===== src/rtl/dcache_req_skid_pipe_pkg.sv =====
// Shared LSU request types and branch-mask helpers for the DCache request path.
// No state: types, widths and pure functions only.
// Not applicable: no handshakes live here.
package dcache_req_skid_pipe_pkg;

  localparam int maxBrCount = 8;

  typedef logic [maxBrCount-1:0] br_mask_t;

  typedef struct packed {
    br_mask_t resolve_mask;
    br_mask_t mispredict_mask;
  } BrUpdateB1ST;

  typedef struct packed {
    BrUpdateB1ST b1;
  } BrUpdateInfoST;

  typedef struct packed {
    br_mask_t   br_mask;
    logic       uses_ldq;
    logic [7:0] rob_idx;
  } MicroOpST;

  typedef struct packed {
    MicroOpST    uop;
    logic [15:0] addr;
  } BoomDCacheReqInternalST;

  // Clear the branches that resolved this cycle from a mask.
  function automatic br_mask_t getNewBrMask(input BrUpdateInfoST brupdate, input br_mask_t mask);
    return mask & ~brupdate.b1.resolve_mask;
  endfunction

  // True when the entry depends on any mispredicted branch.
  function automatic logic maskMatch(input br_mask_t mask, input br_mask_t kill);
    return (mask & kill) != '0;
  endfunction

  // A flush only removes memory ops that own a load-queue entry.
  function automatic logic flush_fn(input logic flush, input MicroOpST uop);
    return flush && uop.uses_ldq;
  endfunction

endpackage


===== src/rtl/dcache_req_skid_pipe_slot.sv =====
// One branch-killable storage slot: holds an entry and ages its branch mask.
// Latency: load visible the cycle after the edge; dies is combinational.
// Backpressure: none internally; the parent decides load/clear every cycle.
module killable_slot
  import dcache_req_skid_pipe_pkg::*;
#(
  parameter type T = BoomDCacheReqInternalST
) (
  input  logic          clock,
  input  logic          reset,
  input  BrUpdateInfoST brupdate,
  input  logic          flush,
  input  logic          load,
  input  T              load_dat,
  input  logic          clear,
  output logic          vld,
  output T              dat,
  output logic          dies
);

  T q;

  // Present the held entry with this cycle's resolutions already applied.
  always_comb begin
    dat = q;
    dat.uop.br_mask = getNewBrMask(brupdate, q.uop.br_mask);
  end

  // Kill uses the mask as held, before this cycle's resolve is applied.
  assign dies = vld && (maskMatch(q.uop.br_mask, brupdate.b1.mispredict_mask) ||
                        flush_fn(flush, q.uop));

  // Clear wins over load; an idle valid slot keeps ageing its mask.
  always_ff @(posedge clock) begin
    if (reset) begin
      vld <= 1'b0;
    end else if (clear) begin
      vld <= 1'b0;
    end else if (load) begin
      vld <= 1'b1;
      q   <= load_dat;
    end else if (vld) begin
      q   <= dat;
    end
  end

endmodule


===== src/rtl/dcache_req_skid_pipe.sv =====
// Two-entry branch-killable skid pipe between the LSU request queue and DCache s0.
// Latency: 1 cycle from in_fire to o_out_valid, no flow-through; 1 entry/cycle sustained.
// Backpressure: o_in_ready is !skid.valid, so upstream stalls the cycle after skid fills.
module dcache_req_skid_pipe
  import dcache_req_skid_pipe_pkg::*;
#(
  parameter type T = BoomDCacheReqInternalST
) (
  input  logic          clock,
  input  logic          reset,
  input  logic          i_in_valid,
  input  T              i_in,
  output logic          o_in_ready,
  output logic          o_out_valid,
  output T              o_out,
  input  logic          i_out_ready,
  input  BrUpdateInfoST i_brupdate,
  input  logic          i_flush,
  output logic [1:0]    o_count,
  output logic          o_empty
);

  logic main_vld, main_dies, main_load, main_clear;
  logic skid_vld, skid_dies, skid_load, skid_clear;
  T     main_dat, skid_dat, main_load_dat, in_upd;
  logic in_fire, in_dies, in_surv, out_fire;
  logic main_surv, skid_surv, main_keep;

  // Incoming entry gets the same mask ageing as held ones before it is written.
  always_comb begin
    in_upd = i_in;
    in_upd.uop.br_mask = getNewBrMask(i_brupdate, i_in.uop.br_mask);
  end

  assign in_dies   = maskMatch(i_in.uop.br_mask, i_brupdate.b1.mispredict_mask) ||
                     flush_fn(i_flush, i_in.uop);
  assign o_in_ready  = !skid_vld && !reset;
  assign in_fire     = i_in_valid && o_in_ready;
  assign in_surv     = in_fire && !in_dies;

  assign main_surv   = main_vld && !main_dies;
  assign skid_surv   = skid_vld && !skid_dies;
  assign o_out_valid = main_surv && !reset;
  assign o_out       = main_dat;
  assign out_fire    = o_out_valid && i_out_ready;
  assign main_keep   = main_surv && !out_fire;

  // Age-ordered refill: main, then skid, then the incoming entry.
  always_comb begin
    main_load     = 1'b0;
    main_clear    = 1'b0;
    main_load_dat = in_upd;
    skid_load     = 1'b0;
    skid_clear    = 1'b0;
    if (main_keep) begin
      if (!skid_surv) begin
        skid_load  = in_surv;
        skid_clear = !in_surv;
      end
    end else if (skid_surv) begin
      main_load     = 1'b1;
      main_load_dat = skid_dat;
      skid_load     = in_surv;
      skid_clear    = !in_surv;
    end else begin
      main_load  = in_surv;
      main_clear = !in_surv;
      skid_clear = 1'b1;
    end
  end

  killable_slot #(.T(T)) u_main (
    .clock    (clock),
    .reset    (reset),
    .brupdate (i_brupdate),
    .flush    (i_flush),
    .load     (main_load),
    .load_dat (main_load_dat),
    .clear    (main_clear),
    .vld      (main_vld),
    .dat      (main_dat),
    .dies     (main_dies)
  );

  killable_slot #(.T(T)) u_skid (
    .clock    (clock),
    .reset    (reset),
    .brupdate (i_brupdate),
    .flush    (i_flush),
    .load     (skid_load),
    .load_dat (in_upd),
    .clear    (skid_clear),
    .vld      (skid_vld),
    .dat      (skid_dat),
    .dies     (skid_dies)
  );

  assign o_count = {1'b0, main_vld} + {1'b0, skid_vld};
  assign o_empty = (o_count == 2'd0);

endmodule


===== config.mk =====
export PLATFORM = sky130hd
export DESIGN_NAME = dcache_req_skid_pipe
export DESIGN_NICKNAME = d
export VERILOG_FILES = /design/src/rtl/dcache_req_skid_pipe_pkg.sv /design/src/rtl/dcache_req_skid_pipe_slot.sv /design/src/rtl/dcache_req_skid_pipe.sv
export SDC_FILE = /design/constraint.sdc
export NUM_CORES = 1
export LEC_CHECK = 0
export CORE_MARGIN = 1.5
export CORE_UTILIZATION = 45
export CTS_BUF_LIST = sky130_fd_sc_hd__clkbuf_8
export DETAILED_ROUTE_END_ITERATION = 7
export PLACE_DENSITY = 0.79
export REMOVE_ABC_BUFFERS = 1
export SLEW_MARGIN = 5
export SYNTH_ARGS = -nofsm -noshare
export SYNTH_HDL_FRONTEND = slang
export SYNTH_SLANG_ARGS = --single-unit

===== constraint.sdc =====
create_clock -name clock -period 4 [get_ports clock]
set_input_delay 1.2 -clock clock [delete_from_list [all_inputs] [get_ports clock]]
set_output_delay 1.2 -clock clock [all_outputs]
set_load 0.01 [all_outputs]

Word level (Yosys, flattened, before mapping)
Index checks and enable logic that the tools add are counted.
- register bits after elaboration: 68
- input port bits: 54
- logic and storage cells: 71
- $add $sub $neg: 1
- muxes and demuxes: 15
- bitwise gates (word level): 10
- reduce and logical (&&, ||, !) cells: 35
- operators by type and width (operator ; number):
    2-to-1 mux 33 bit ; 6
    AND 8 bit ; 6
    nonzero test 8 bit ; 3
    logical AND 1 bit ; 13
    AND reduction 3 bit ; 4
    2-to-1 mux 1 bit ; 9
    NOT 8 bit ; 1
    logical NOT 1 bit ; 7
    nonzero test 2 bit ; 2
    OR reduction 2 bit ; 2
    logical OR 1 bit ; 3
    NOT 1 bit ; 3
    adder 1 x 1 -> 2 bit ; 1
    logical NOT 2 bit ; 1

Depth between registers and ports, before layout
Gate-level depths: netlist of the first run.
- depth after elaboration: 13
- depth in mapped cells: 7

Hierarchy
Synthesis of the first run repeated with hierarchy kept, for this count alone.
- cells, all modules: 298
- area, all modules: 3991.3 µm²
- modules (own cells, without submodules) (module ; instances ; cells each ; area each (µm²) ; sequential area each (µm²)):
    killable_slot ; 2 ; 114 ; 1617.8 ; 1011.0
    dcache_req_skid_pipe ; 1 ; 70 ; 755.7 ; 0.0

Least setup slack after synthesis of the first run
No wires, ideal clock.
- path type: input -> register
- from: in i_brupdate[4] (netlist bit)
- to: reg u_main.q, in the netlist u_main.dat[0], enable pin
- arrival: 3850 ps
- data required time: 3561 ps
- path slack: -289 ps
- stages: 6
- buffers on the path: 2
- path through: a22oi_1 and4_1 o2111a_1 clkbuf_1 clkbuf_1 nor3_1
- cells in the longest elaborated chain, start to end: 13
- RTL lines (what ; RTL line ; source):
    start: declaration ; dcache_req_skid_pipe.sv:17 ; input BrUpdateInfoST i_brupdate,
    AND 8 bit ; dcache_req_skid_pipe_pkg.sv:37 ; return (mask & kill) != '0;
    nonzero test 8 bit ; dcache_req_skid_pipe_pkg.sv:37 ;
    logical OR 1 bit ; dcache_req_skid_pipe_slot.sv:30 ; assign dies = vld && (maskMatch(q.uop.br_mask, brupdate.b1.mispredict_mask) ||
    logical AND 1 bit ; dcache_req_skid_pipe_slot.sv:30 ;
    logical NOT 1 bit ; dcache_req_skid_pipe.sv:41 ; assign main_surv = main_vld && !main_dies;
    logical AND 1 bit ; dcache_req_skid_pipe.sv:41 ;
    logical AND 1 bit ; dcache_req_skid_pipe.sv:43 ; assign o_out_valid = main_surv && !reset;
    logical AND 1 bit ; dcache_req_skid_pipe.sv:45 ; assign out_fire = o_out_valid && i_out_ready;
    logical NOT 1 bit ; dcache_req_skid_pipe.sv:46 ; assign main_keep = main_surv && !out_fire;
    logical AND 1 bit ; dcache_req_skid_pipe.sv:46 ;
    2-to-1 mux 1 bit ; dcache_req_skid_pipe.sv:55 ; if (main_keep) begin
    NOT 1 bit (no source line) ; - ;
    AND reduction 3 bit (no source line) * ; - ;
    end signal: assignment ; dcache_req_skid_pipe_slot.sv:41 ; q <= load_dat;
    end signal: assignment ; dcache_req_skid_pipe_slot.sv:43 ; q <= dat;
    end: declaration ; dcache_req_skid_pipe_slot.sv:21 ; T q;
Mark *: on every way between the ends. The rest lies on a longest branch, timed or not.
A chain may end at the register's enable or synchronous reset.

Worst setup path in the final report of the first run
- from: in i_brupdate[1] (netlist bit)
- to: out o_out_valid
- cells in the longest elaborated chain, start to end: 7
- RTL lines (what ; RTL line ; source):
    AND 8 bit ; dcache_req_skid_pipe_pkg.sv:37 ;
    nonzero test 8 bit ; dcache_req_skid_pipe_pkg.sv:37 ;
    logical OR 1 bit ; dcache_req_skid_pipe_slot.sv:30 ;
    logical AND 1 bit ; dcache_req_skid_pipe_slot.sv:30 ;
    logical NOT 1 bit ; dcache_req_skid_pipe.sv:41 ;
    logical AND 1 bit ; dcache_req_skid_pipe.sv:41 ;
    logical AND 1 bit ; dcache_req_skid_pipe.sv:43 ;
    end: declaration ; dcache_req_skid_pipe.sv:14 ; output logic o_out_valid,
Every way passes these cells.

==> impl_results.md, run 1 <==
- Status: finished clean
- Setup crit start kind: input pin
- Initial DRC count: 182
- Nets: 417
- Layout area overhead: 36.03%
- Core Area: 7214 um2
- Total negative slack: 0 ps
- Max cap viols: 0
- Worst path arrival time: 2560 ps
- N_diodes: 0
- Hold Path Class: reg2reg
- Die width: 89.21 um
- I/O pin cnt: 92
- Sequential element share of the synthesized area: 60.46%
- GRT Util Overall: 21.52%
- Die height: 89.21 um
- Syn avg cell area: 12.21 um2
- Total grt overflow: 0
- Via density: 5.357
- DRC viols: 0
- Util after Layout: 63.06%
- Leakage Power: 1.709 nW
- Pwr dens: 330.0 nW/um2
- Row count: 31
- Most frequent cells in the layout: clkdlybuf4s50_1 (90), edfxtp_1 (66), a22oi_1 (43)
- CTS tree: built
- Fmax: 266.1 MHz
- Clock Skew: 6.726 ps
- Number of global-route vias before repair: 2455
- Cell Area, Synth: 3344 um2
- First-pass GRT wire length: 12490 um
- Final setup margin: 242.5 ps
- Via count: 2491
- Minimum clock period: 3758 ps
- Final Hold Slack: 571.9 ps
- Worst slew pin tran: 372.8 ps
- Critical path fanouts, max: 2
- IO buf count: 91
- Place WS: -32.77 ps
- Clock sinks: 68
- Drt pass-1 iters: 5
- WP data required: 2800 ps
- Root Driver: clkbuf_8
- Final Cycle Share: 93.94%
- Ys Warns: 0
- Post-CTS Setup Bufs: 0
- Relative slew margins: 75.08%
- Commonest non-fill, non-tap cell in the layout: clkdlybuf4s50_1
- Layout cells sized above 1: 12.30%
- DP HPWL: 5708 um
- Crit end category: output pin
- Clock slew at reported path FFs: 70 ps
- Initial cell density of the core: 46.36%
- Post_cts resized: 1
- Die Area: 7958 um2
- WL final: 8019 um
- Routed length per instance: 17.25 um
- Post-route ant nets: 0
- Initial antenna violation count: 0
- Slew Viols, Final: 0
- Inserted Clock Buffers: 9
- RSZ-0062 raised after global routing: false
- Worst reg-to-reg path cell count: 7
- Clock latency on the worst-skew pair: 340 ps
- Bufs on Longest Clock Path: 2
- Final-report setup violation count: 0
- Hold_buf cts: 0
- GP Congestion: 0.8857
- Final Hold Viols: 0
- Largest net degree at the start of global routing: 39
- Setup Crit Path Kind: in2out
- Seq cells post-synth: 68
- VDD IR max: 0.1988 mV
- Unique cell type count in the Yosys netlist: 26
- CTS HTree Levels: 3
- Worst hold path stage count: 2
- Cells after synthesis: 274
==> worst paths after layout <==
check	slack (ps)	to	start
setup / recovery	240	o_out_valid	i_brupdate[1]
hold / removal	570	u_main.dat[9]	u_skid.dat[9]
setup reg to reg	1720	u_main.dat[20]	u_skid.q[31]
hold reg to reg	570	u_main.dat[9]	u_skid.dat[9]
==> critical path, cell delays in order <==
cell,delay [ps]
clkdlybuf4s50_1,430
a22oi_1,180
and4_1,260
nand3_1,120
nor2_1,90
dlygate4sd2_1,270
==> Yosys cell counts <==
cell type	count	share of area (%)
nor2b_1	8	1.5
nand3_1	2	0.30
ha_1	2	0.75
clkbuf_1	14	1.6
o22a_1	8	2.1
nand2_1	6	0.67
inv_1	4	0.45
nand2_2	1	0.19
nor2_1	32	3.6
nand4_1	2	0.37
nor3_1	2	0.30
buf_4	25	5.6
nand2b_1	16	3.0
o21ai_0	1	0.15
buf_1	1	0.11
o2111a_1	1	0.34
xor2_2	1	0.49
a211oi_4	1	0.60
a22oi_1	43	9.7
and3_1	25	4.7
a222oi_1	1	0.30
and4_1	1	0.26
mux2i_1	8	2.4
nor4_1	1	0.19
dfxtp_1	2	1.2
edfxtp_1	66	59
==> layout make-up <==
type | instances | area [um2]
clock buffers | 9 | 123.9
clock inverters | 7 | 91.34
fillers | 577 | 2665
inverters | 4 | 15.01
multi-input cells | 162 | 1076
flip-flops and latches | 68 | 2022
well taps | 99 | 123.9
repair buffers | 116 | 1097
==> per-stage QoR <==
| step | total power [mW] | std cells | cell area, um2 |
|---|---|---|---|
| 6_report | 1.501 | 465 | 4549 |
| 2_1_floorplan | 0.8170 | 234 | 3100 |
| 3_5_place_dp | 0.9032 | 449 | 4335 |
| 5_1_grt | 1.551 | 465 | 4549 |
| 4_1_cts | 1.509 | 465 | 4549 |
| 3_3_place_gp | 0.9015 | 449 | 4335 |
==> cell families (layout without fill, tap and decap cells) <==
kind of cell               Yosys count  count (layout)  share of synthesized area (%)
and+or+nand+nor                     96              96                          15.04
adders and majority gates            2               2                         0.7481
AOI/OAI and AO/OA                   55              55                          13.13
muxes                                8               8                          2.394
buffers and inverters               44             136                          7.744
xor gates and xnor gates             1               1                         0.4865
DFF                                 68              68                          60.46
==> power breakdown <==
group / total, mW / switching (mW) / internal [mW]
registers: 0.774 / 0.000768 / 0.773
clock network: 0.613 / 0.266 / 0.347
logic: 0.115 / 0.0412 / 0.0734
==> state kept, by name, summed over array words and instances (netlist names) <==
name and cells:
u_skid.q 8, u_main.vld 1, u_main.q 8, u_skid.vld 1, u_main.dat 25, u_skid.dat 25
==> routing by layer <==
metal / track usage [%] / part of all wire (%) / vias to the layer above
met2: 34.11 / 48 / 103
met3: 5.540 / 7.4 / 12
met5: 0 / 0 / -
met1: 28.19 / 43 / 1188
met4: 9.091 / 1.5 / 0
li1: - / - / 1188
Power figures use the tool's default switching activity.
==> run 2, diff against run 1 <==
CORE_UTILIZATION = 50   (was 45)
PLACE_DENSITY = 0.83   (was 0.79)
clock period = 4.6 ns   (was 4 ns; I/O delays follow)
==> impl_results.md, run 2 (synthesis results as in run 1) <==
- Status: finished with violations
- Failing checks: DRC
- Most frequent cells in the layout: clkdlybuf4s50_1 (91), edfxtp_1 (66), a22oi_1 (43)
- Most numerous cell on the critical path: clkdlybuf4s50_1
- Placed inst area: 4188 um2 (-3.4%)
- GP Congestion: 1.030 (+16%)
- CTS HTree Levels: 3 (unchanged)
- Setup crit start kind: input pin
- Layout cells sized above 1: 8.286% (-4.0 points)
- Final setup margin: 145.9 ps (-96.60 ps)
- Met1 wire length: 3234 um (-6.8%)
- Switching power: 0.2593 mW (-16%)
- Util after Layout: 68.19% (+5.1 points)
- Crit end category: output pin
- Initial cell density of the core: 52.07% (+5.7 points)
- VDD IR max: 0.1534 mV (-23%)
- Clock latency on the worst-skew pair: 330 ps (about the same)
- Post-route ant nets: 0 (unchanged)
- Metal3 WL: 551 um (-7.2%)
- Top Layer Used: met4
- DP HPWL: 5403 um (-5.3%)
- Hold_buf cts: 0 (unchanged)
- Die Area: 7189 um2 (-9.7%)
- Die height: 84.79 um (-5.0%)
- Final Cycle Share: 96.83%
- Design Area, Final: 4379 um2 (-3.7%)
- Switch share: 20.95% (+0.46 points)
- Initial DRC count: 251 (+38%)
- Initial antenna violation count: 0 (unchanged)
- R2r setup slk: 2030 ps (+310 ps)
- RSZ-0062 raised after global routing: false
- CTS tree: built
- WL final: 7617 um (-5.0%)
- Worst path arrival time: 3070 ps (+510 ps)
- Top cell family by delay on the critical path: buffers and inverters
- Critical path buffer and inverter count: 2 (unchanged)
- Drt pass-1 iters: 8 (+3)
- Total grt overflow: 0 (unchanged)
- Largest net degree at the start of global routing: 57 (+46%)
- Slowest stage delay, CP: 540 ps (+110 ps)
- GRT Util Overall: 22.07% (+0.56 points)
- CP Cell Sequence: clkdlybuf4s50_1 > a22oi_1 > and4_1 > nand3_1 > nor2_1 > clkdlybuf4s50_1
- Slowest CP cell: clkdlybuf4s50_1
- Inserted Clock Buffers: 9 (unchanged)
- Core Area: 6422 um2 (-11%)
- Post_cts resized: 0 (-1)
- Commonest non-fill, non-tap cell in the layout: clkdlybuf4s50_1
- Bufs on Longest Clock Path: 2 (unchanged)
- Int Power: 0.9786 mW (-18%)
- Layout area overhead: 30.94%
- IO buf count: 91 (unchanged)
- Relative slew margins: 53.01% (-22 points)
- Clock share of power: 38.1% (-2.7 points)
- Routed length per instance: 17.84 um (+3.4%)
- Comb pwr share: 7.6% (about the same)
- Max cap viols: 0 (unchanged)
- Slew Viols, Final: 0 (unchanged)
- Row count: 29 (-6.5%)
- Via density: 5.747 (+7.3%)
- Final-report setup violation count: 0 (unchanged)
- Critical path fanouts, max: 3 (+1)
- N_diodes: 0 (unchanged)
- Seq pwr share: 54.4% (+2.9 points)
- Leakage Power: 1.617 nW (-5.4%)
- First-pass GRT wire length: 12130 um (-2.9%)
- Via count: 2454 (-1.5%)
- Hold Path Class: reg2reg
- Number of global-route vias before repair: 2399 (-2.3%)
- Clock Skew: 10.65 ps (+3.921 ps)
- Clock slew at reported path FFs: 70 ps (about the same)
- Fmax: 224.5 MHz
- Post-CTS Setup Bufs: 0 (unchanged)
- Minimum clock period: 4454 ps
- WP data required: 3220 ps (+420 ps)
- DR WL met2: 3708 um (-3.3%)
- Nets: 401 (-3.8%)
- Die width: 84.79 um (-5.0%)
- Clock sinks: 68 (unchanged)
- DRC viols: 8 (+8)
- Final Hold Viols: 0 (unchanged)
- Worst slew pin tran: 702.3 ps (+329.5 ps)
- Setup Crit Path Kind: in2out
- Root Driver: clkbuf_8
- Pwr dens: 282.7 nW/um2 (-14%)
- Place WS: 177.6 ps (+210.4 ps)
- I/O pin cnt: 92 (unchanged)
run 2: cell count changes in the layout (fill, tap and decap cells not counted), sizes merged:
cell / previous run / this run
bufinv: 2 / 1
clkdlybuf4s50: 90 / 91
clkinvlp: 3 / 2
buf: 25 / 9
dlygate4sd2: 1 / 0
clkinv: 2 / 4
run 2: final cells by class:
class                   instances  area [um2]
fillers                       474        2043
flip-flops and latches         68        2022
multi-input cells             162        1076
repair buffers                100       978.4
clock buffers                   9       123.9
well taps                      77       96.34
clock inverters                 7       67.56
inverters                       4       15.01
run 2: final timing paths:
| kind | startpoint | end | cells past startpoint |
|---|---|---|---|
| max | i_brupdate[3] | o_out_valid | 6 |
| min | u_skid.dat[18] | u_main.dat[18] | 2 |
| max reg2reg | u_skid.q[31] | u_skid.dat[10] | 7 |
| min reg2reg | u_skid.dat[18] | u_main.dat[18] | 2 |
run 2: tightest hold or removal path, delay by kind of cell, from the launching register on:
family	cells	cell delay [ps]
AOI/OAI and AO/OA	1	60
DFF	1	320
and+or+nand+nor	1	80
run 2: layer usage:
layer / up-vias / track usage (%)
li1: 1160 / -
met1: 1166 / 30.17
met2: 115 / 34.98
met3: 13 / 4.031
met4: 0 / 9.240
met5: - / 0
run 2: power by group through the flow:
stage	Clock, mW	Combinational [mW]	Sequential, mW
global placement	0	0.0906	0.687
detailed placement	0	0.0927	0.687
floorplan	0	0.0233	0.687
global route	0.501	0.100	0.673
CTS	0.476	0.0932	0.673
finish	0.471	0.0936	0.673
run 2: metrics by stage:
step	power, mW	TNS, ps	std cells	hold WS [ps]
after floorplan	0.7105	-44990	234	538.3
after global placement	0.7773	0	411	544.3
after detailed placement	0.7795	0	411	551.2
after CTS	1.242	0	427	571.5
after global routing	1.275	0	427	604.4
final	1.238	0	427	570.0
==> variant, RTL diff (settings of run 2) <==
The package constant `maxBrCount` goes from 8 to 7.
--- a/src/rtl/dcache_req_skid_pipe_pkg.sv
+++ b/src/rtl/dcache_req_skid_pipe_pkg.sv
@@ -4,5 +4,5 @@
 package dcache_req_skid_pipe_pkg;
 
-  localparam int maxBrCount = 8;
+  localparam int maxBrCount = 7;
 
   typedef logic [maxBrCount-1:0] br_mask_t;
Ports: changed (resized i_brupdate, i_in and o_out); port bits go from 92 to 88. No check against the original RTL was run, so the function may have changed too.
==> variant against run 2 <==
- power increased by 7.2%
- maximum frequency decreased by 0.79%
- final area decreased by 2.4%
- global-route usage increased by 0.90 points
- sequential cell count decreased by 2
- wire length increased by 2.5%
- synthesized area decreased by 2.9%
- non-clock buffer count decreased by 6
- count of clock-buffer cells in the layout unchanged
- setup slack got worse by 0.035 ns
==> variant: results (changes against run 2) <==
Share of cells above drive strength 1 = 7.78% (-0.50 points)
Post-synth EDFFs = 64 (-3.0%)
Total CTS buffers = 9 (unchanged)
Main synth FF type = edfxtp_1
Pre-CTS WS = 0.143 ns (-0.0344 ns)
WL/cell = 18.4 um (+3.2%)
Iter 0 DRT Violations = 190 (-24%)
First-pass DRT Iterations = 7 (-1)
Synth warn = 0 (unchanged)
Total GRT Usage = 23.0% (+0.90 points)
Post-Route WL = 7810 um (+2.5%)
Placed Cells = 408 (-0.73%)
CP arrival = 3.11 ns (+0.04 ns)
# resized after CTS = 0 (unchanged)
Post-CTS Setup Inserts = 0 (unchanged)
Leakage power = 1.64 nW (+1.5%)
Gpl congestion = 0.934 (-9.4%)
Clk_lat worst skew = 0.35 ns (+0.02 ns)
Synth unique cells = 26 (unchanged)
Post-CTS Hold Buffers = 0 (unchanged)
Largest net degree at the start of global routing = 41 (-28%)
Seq/Total Area, Yosys = 60.4% (about the same)
Skew final = 0.00757 ns (-0.00308 ns)
Mean Syn Cell Area = 11.8 um2 (-3.6%)
Port Buf Inserts = 87 (-4.4%)
CTS Root Cell = clkbuf_8
Worst-Margin Slew = 0.789 ns (+0.0868 ns)
Slowest stage cell on the critical path = clkdlybuf4s50_1
Class of the worst hold path = register to register
Clk pin slew, worst setup/hold paths = 0.07 ns (about the same)
Max IR drop VDD = 220 uV (+43%)
Initial antenna violation count = 0 (unchanged)
Post-route antenna net violation count = 0 (unchanged)
Post-synth top cells = edfxtp_1, a22oi_1, nor2_1, and3_1, buf_4
Status = complete, no violations
Largest stage delay, worst path = 0.55 ns
H-tree depth = 3 (unchanged)
Ant diodes = 0 (unchanged)
First-pass GRT wire length = 12,400 um (+2.2%)
Synth-to-layout area growth = 31.7%
Vias = 2,433 (-0.86%)
Async set-reset flop share out of synthesis = 0% (unchanged)
CTS Buffer Depth = 2 (unchanged)
Fin nets = 395 (-1.5%)
Detail Placement HPWL = 5360 um (-0.84%)
Synth area leaders = edfxtp_1, a22oi_1, buf_4
Crit path max fanout = 3 (unchanged)
## variant: changes by cell type after synthesis, moves of 2 or more
cell | run 2 | this run
a22oi_1 | 43 | 41
inv_1 | 4 | 9
a21oi_1 | 0 | 7
o22a_1 | 8 | 0
nor2b_1 | 8 | 1
nand2b_1 | 16 | 21
nor2_1 | 32 | 37
edfxtp_1 | 66 | 64
## variant: path summary, 6_finish.rpt
path	startpoint	to	slack [ns]	cells past startpoint
min	u_skid.dat[9]	u_main.dat[9]	0.57	2
min reg2reg	u_skid.dat[9]	u_main.dat[9]	0.57	2
max reg2reg	u_skid.q[31]	u_main.dat[1]	1.86	7
max	i_flush	o_out_valid	0.11	5
## variant: cell families (layout without fill, tap and decap cells)
kind of cell / after synthesis / in the layout / synth area share [%]
flip-flops: 66 / 66 / 60.4
buffers and inverters: 49 / 120 / 8.55
adder cells (fa/ha/maj): 2 / 2 / 0.771
AND/OR/NAND/NOR: 99 / 99 / 15.7
multiplexers: 7 / 7 / 2.16
XOR/XNOR: 1 / 1 / 0.501
AO/OA/AOI/OAI: 52 / 52 / 11.9
## variant: final cells by class
class	count	area, um2
multi-input cells	161	1020
well taps	77	96.3
fillers	481	2040
clock buffers	9	124
inverters	10	37.5
clock inverters	7	109
repair buffers	94	923
flip-flops and latches	66	1960
## variant: through the flow
step / cell area, um2 / utilization, % / hold WS [ns]
after floorplan: 3010 / - / 0.538
after global placement: 4040 / 64.0 / 0.544
after detailed placement: 4040 / 64.0 / 0.556
after CTS: 4280 / 67.7 / 0.571
after global routing: 4280 / 67.7 / 0.590
final: 4280 / 67.7 / 0.572
## variant: metal layers
metal,GRT usage [%],share of wire (%),up-vias
li1,-,-,1124
met3,6.53,5.9,23
met1,28.3,40,1175
met5,0,0,-
met2,37.8,51,111
met4,10.1,3.0,0
## variant: worst max-delay path: cells and delay by family
family / cells / cell delay [ns]
simple gates: 2 / 0.41
buf+inv: 2 / 1.03
compound gates: 1 / 0.28
## variant: report_power, final
part	total [mW]	switching [mW]	internal [mW]	leakage, nW
Clock	0.582	0.227	0.354	0.116
Combinational	0.0914	0.0354	0.0559	0.974
Sequential	0.654	0.000809	0.653	0.552
